--- config.mk ---
export PLATFORM = sky130hd
export DESIGN_NAME = seq_gen_1011
export DESIGN_NICKNAME = d
export VERILOG_FILES = /design/src/rtl/seq_gen_1011.sv
export SDC_FILE = /design/constraint.sdc
export NUM_CORES = 1
export LEC_CHECK = 0
export CAP_MARGIN = 20
export CORE_MARGIN = 4
export CORE_UTILIZATION = 40
export DETAILED_ROUTE_END_ITERATION = 8
export PLACE_DENSITY_LB_ADDON = 0.1
export SYNTH_ARGS = -nofsm -noshare
export SYNTH_HDL_FRONTEND = slang
export SYNTH_SLANG_ARGS = --single-unit
--- constraint.sdc ---
create_clock -name clk -period 1.6 [get_ports clk]
set_input_delay 0.16 -clock clk [delete_from_list [all_inputs] [get_ports clk]]
set_output_delay 0.16 -clock clk [all_outputs]
set_load 0.005 [all_outputs]
--- src/rtl/seq_gen_1011.sv ---
// rtl/seq_gen_1011.sv - serial pattern transmitter, MSB-first, with repeat count and idle gaps
module seq_gen_1011 #(
  parameter int                 PAT_LEN    = 4,
  parameter logic [PAT_LEN-1:0] PATTERN    = 4'b1011,
  parameter int                 CNT_W      = 8,
  parameter int                 GAP_CYCLES = 0
) (
  input  logic             clk,
  input  logic             reset,
  input  logic             start,
  input  logic [CNT_W-1:0] rep_cnt,
  input  logic             abort,
  output logic             dout,
  output logic             bit_valid,
  output logic             busy,
  output logic             done
);

  localparam int IW = (PAT_LEN > 1) ? $clog2(PAT_LEN) : 1;
  localparam int GW = (GAP_CYCLES > 1) ? $clog2(GAP_CYCLES) : 1;
  localparam logic [IW-1:0] IDX_MSB  = IW'(PAT_LEN - 1);
  localparam logic [GW-1:0] GAP_LAST = (GAP_CYCLES > 0) ? GW'(GAP_CYCLES - 1) : '0;

  typedef enum logic [1:0] {IDLE, SEND, GAP} state_t;

  state_t           state, state_n;
  logic [IW-1:0]    idx, idx_n;
  logic [CNT_W-1:0] reps, reps_n;
  logic [GW-1:0]    gap_cnt, gap_n;
  logic             dout_n, bv_n, busy_n, done_n;

  // idx names the bit currently on dout; reps counts repetitions still owed, including the current one
  always_ff @(posedge clk) begin
    if (reset) begin
      state     <= IDLE;
      idx       <= '0;
      reps      <= '0;
      gap_cnt   <= '0;
      dout      <= 1'b0;
      bit_valid <= 1'b0;
      busy      <= 1'b0;
      done      <= 1'b0;
    end else begin
      state     <= state_n;
      idx       <= idx_n;
      reps      <= reps_n;
      gap_cnt   <= gap_n;
      dout      <= dout_n;
      bit_valid <= bv_n;
      busy      <= busy_n;
      done      <= done_n;
    end
  end

  always_comb begin
    state_n = state;
    idx_n   = idx;
    reps_n  = reps;
    gap_n   = gap_cnt;
    dout_n  = 1'b0;
    bv_n    = 1'b0;
    busy_n  = 1'b0;
    done_n  = 1'b0;
    case (state)
      IDLE: begin
        if (start) begin
          reps_n = rep_cnt;
          if (rep_cnt != '0) begin
            state_n = SEND;
            idx_n   = IDX_MSB;
            dout_n  = PATTERN[IDX_MSB];
            bv_n    = 1'b1;
            busy_n  = 1'b1;
          end else begin
            done_n = 1'b1;
          end
        end
      end
      SEND: begin
        if (abort) begin
          state_n = IDLE;
          reps_n  = '0;
          idx_n   = '0;
        end else if (idx != '0) begin
          idx_n  = idx - 1'b1;
          dout_n = PATTERN[idx_n];
          bv_n   = 1'b1;
          busy_n = 1'b1;
        end else if (reps > CNT_W'(1)) begin
          reps_n = reps - 1'b1;
          busy_n = 1'b1;
          if (GAP_CYCLES == 0) begin
            idx_n  = IDX_MSB;
            dout_n = PATTERN[IDX_MSB];
            bv_n   = 1'b1;
          end else begin
            state_n = GAP;
            gap_n   = GAP_LAST;
          end
        end else begin
          state_n = IDLE;
          reps_n  = '0;
          done_n  = 1'b1;
        end
      end
      GAP: begin
        if (abort) begin
          state_n = IDLE;
          reps_n  = '0;
          gap_n   = '0;
        end else begin
          busy_n = 1'b1;
          if (gap_cnt == '0) begin
            state_n = SEND;
            idx_n   = IDX_MSB;
            dout_n  = PATTERN[IDX_MSB];
            bv_n    = 1'b1;
          end else begin
            gap_n = gap_cnt - 1'b1;
          end
        end
      end
      default: state_n = IDLE;
    endcase
  end

endmodule

==> summary.md <==
| Metric | Value |
|---|---|
| Die width | 55.7 um |
| Final hold viol count | 0 |
| F_max | 0.634 GHz |
| Synth area leader | dfxtp_1 |
| Synth Warn # | 0 |
| RSZ-0062 raised after global routing | true |
| Chip height | 55.7 um |
| Setup_tns | 0 ns |
| Sink Count | 14 |
| Hold path cells | 2 |
| Final Slew Violations | 0 |
| Antenna violations before repair | 0 |
| Slowest CP cell | or3_4 |
| Adder-Cell Fraction of Synth Area | 5.50% |
| Main combinational cell family by area after synthesis | compound AO/OA/AOI/OAI gates |
| Vias in the first global route | 985 |
| M1 GR Usage | 27.2% |
| Number of inserted diodes | 0 |
| Synth Area in XOR/XNOR | 0% |
| CP Cell Sequence | or3_4, o31ai_4, buf_4, buf_6, a31oi_2 |
| DR pass1 iterations | 4 |
| Post-DR wirelength/cell | 16.0 um |
| Final #Nets | 172 |
| Setup CP Type | reg2reg |
| Hold Startpoint | idx[1] |
| M2 GR Usage | 27.9% |
| Syn Inst Count | 111 |
| Total Routing Usage GR | 18.7% |
| Rel. slew slack | 74.7% |
| Share of cells above drive strength 1 | 33.8% |
| Post-synth net total | 127 |
| Hpwl dp | 2.23 mm |
| Clock buffer depth | 2 |
| Worst EP arrival | 1.75 ns |
| Crit path max fanout | 6 |
| Flop-to-flop setup slack | 0.02 ns |
| Hold/Removal Path Class | reg2reg |
| #FFs+latches synth | 14 |
| Cells on worst reg2reg path | 5 |
| Leading post-synthesis cells by cell area | dfxtp_1 (31%), ha_1 (5.5%), a221oi_1 (3.9%) |
| Number of buffers created by CTS | 3 |
| Synthesized-area fraction occupied by and/or/nand/nor cells | 26.8% |
| Synthesis-to-finish area growth | 51.9% |
| Max-cap viol count | 0 |
| Worst Hold End | idx[1] |
| Largest net degree at the start of global routing | 12 |
| Post-Syn Area | 910 um2 |
| GR Layer Usage met3 | 2.32% |
| PD cells | 816 nW/um2 |
| Syn_area_per_cell | 8.19 um2 |
| Via density | 5.78 |
| Congestion Overflow GR | 0 |
| # IOs | 16 |
| First-pass GRT wire length | 4.65 mm |
| H-tree levels | 1 |
| FP Rows | 17 |
| Crit. End Element | flop |
| Routed WL | 2.92 mm |
| Compound-Gate Fraction of Synth Area | 29.4% |
| Period utilization | 98.6% |
| Antenna Violating Nets Remaining | 0 |
| Total vias in the final route | 1052 |
| Outcome | finished, final reports clean |
| Worst-margin pin slew | 0.378 ns |
| Design area | 1380 um2 |
| CTS Root Buffer Type | clkbuf_4 |
| CTS tree | yes |
| Worst path max stage delay | 0.40 ns |
| Die Area | 3100 um2 |
| Mux contribution to synthesized area | 1.10% |
| Reg-to-Reg End | state[0] |
| Cell variety after synth | 41 |
| Clk slew on worst S/H paths | 0.09 ns |
| Placed Area | 1290 um2 |
| Final setup violation count | 0 |
| Busiest grt layer | met2 |
| CP startpoint kind | flop |
| Initial Utilization | 41.5% |
| Largest vdd supply drop | 0.492 mV |
| R2R Path Start | reps[2] |
| Core footprint | 2190 um2 |
| WP data required | 1.77 ns |
| Leakage | 0.558 nW |
| Drt initial violations | 47 |
| Post-layout minimum cycle time | 1.58 ns |
| Register area share after synthesis | 30.8% |
| Clock skew | 0.00145 ns |
| DRC viols | 0 |
| # port buffers | 15 |
| Worst skew pair latency | 0.28 ns |
| Routability cong. | 0.895 |
| Top cell type's share of synthesized area | 30.8% |
## worst max-delay path: cells and delay by family (launching register included)
| family | cells | cell delay (ns) |
|---|---|---|
| AOI/OAI and AO/OA | 2 | 0.46 |
| and+or+nand+nor | 1 | 0.40 |
| DFF | 1 | 0.33 |
| buffers and inverters | 2 | 0.27 |
## report_power, final
group          total (mW)  internal [mW]  switching (mW)  leakage, nW
combinational       0.510          0.262           0.248        0.428
clock               0.210         0.0873           0.122       0.0138
sequential          0.408          0.385          0.0222        0.117
## sequential cells by signal, summed over array words and instances, names as in the netlist
| signal | cells |
|---|---|
| reps | 8 |
| idx | 2 |
| bit_valid | 1 |
| done | 1 |
| dout | 1 |
| state | 1 |
## how the worst max path moves through the flow
| stage | start | to | cells after the start |
|---|---|---|---|
| after detailed placement | abort | reps[0] | 5 |
| after global placement | abort | reps[3] | 5 |
| after global routing | reps[2] | reps[6] | 4 |
| after floorplan | reps[1] | reps[3] | 6 |
| after CTS | reps[3] | reps[6] | 4 |
| final | reps[2] | state[0] | 5 |
## logic make-up (layout without fill, tap and decap cells)
| group | Yosys count | after routing |
|---|---|---|
| mux | 1 | 1 |
| fa+ha+maj | 4 | 4 |
| buf+inv | 14 | 57 |
| simple gates | 43 | 43 |
| flops | 14 | 14 |
| compound gates | 35 | 35 |
## final cells by class
cell class | count | area (um2)
Sequential cell | 14 | 284
Multi-Input combinational cell | 83 | 627
Clock buffer | 3 | 22.5
Fill cell | 195 | 810
Tap cell | 28 | 35.0
Timing Repair Buffer | 45 | 379
Inverter | 9 | 33.8
## cells in the final DEF, fill, tap and decap left out, types with 4 or more instances in the layout
cell type and count:
dfxtp_1 11, nor3_1 4, buf_4 29, nand2_1 5, nand4_1 4, inv_1 8, a21oi_1 6, clkdlybuf4s50_1 15
nor2_1 6, a221oi_1 4
## layer usage
layer | wire, um | share of wire, %
met1 | 1280 | 44
met2 | 1410 | 48
met3 | 174 | 6.0
met4 | 55 | 1.9
met5 | 0 | 0
## Yosys cell counts
cell	instances
buf_4	1
or3_1	1
a41oi_1	1
nor3_1	5
o31ai_4	1
buf_2	1
nor3b_1	2
o21ai_0	4
a21o_1	2
clkbuf_1	2
inv_1	9
mux2i_1	1
ha_1	4
nand4_1	4
o21ai_1	1
or3_4	1
a41o_1	1
a21oi_1	6
o221a_2	2
nor4_1	3
nor2b_1	4
nor2_1	7
a221oi_1	4
o22ai_1	3
nand3_1	3
o22a_1	1
o311ai_0	1
a21boi_0	1
and3_1	1
buf_1	1
or2_2	1
o2bb2ai_1	1
a32o_1	1
a31oi_1	2
nor4b_1	2
nand2_1	5
a311o_1	1
and3b_1	1
nand2b_1	3
dfxtp_1	14
a211oi_1	2
## through the flow
stage	total power, mW	util (%)	instances	setup slack [ns]	hold slack, ns
2_1_floorplan	0.653	-	111	0.0290	0.336
3_3_place_gp	0.867	58.9	178	-0.0803	0.487
3_5_place_dp	0.871	58.9	178	-0.0790	0.502
4_1_cts	1.09	60.4	181	-0.00896	0.516
5_1_grt	1.20	63.0	182	-0.0379	0.552
6_report	1.13	63.0	182	0.0225	0.533
## repair_timing
item / CTS / global route
setup endpoints to repair: 6 / 7
endpoints found under the hold margin: 0 / 0
setup buffers: 0 / 1
pin swaps: 3 / 6
gates resized for setup: 3 / 14
hold buffers: 0 / 0
Note: power is estimated with default switching activity, not from simulation.
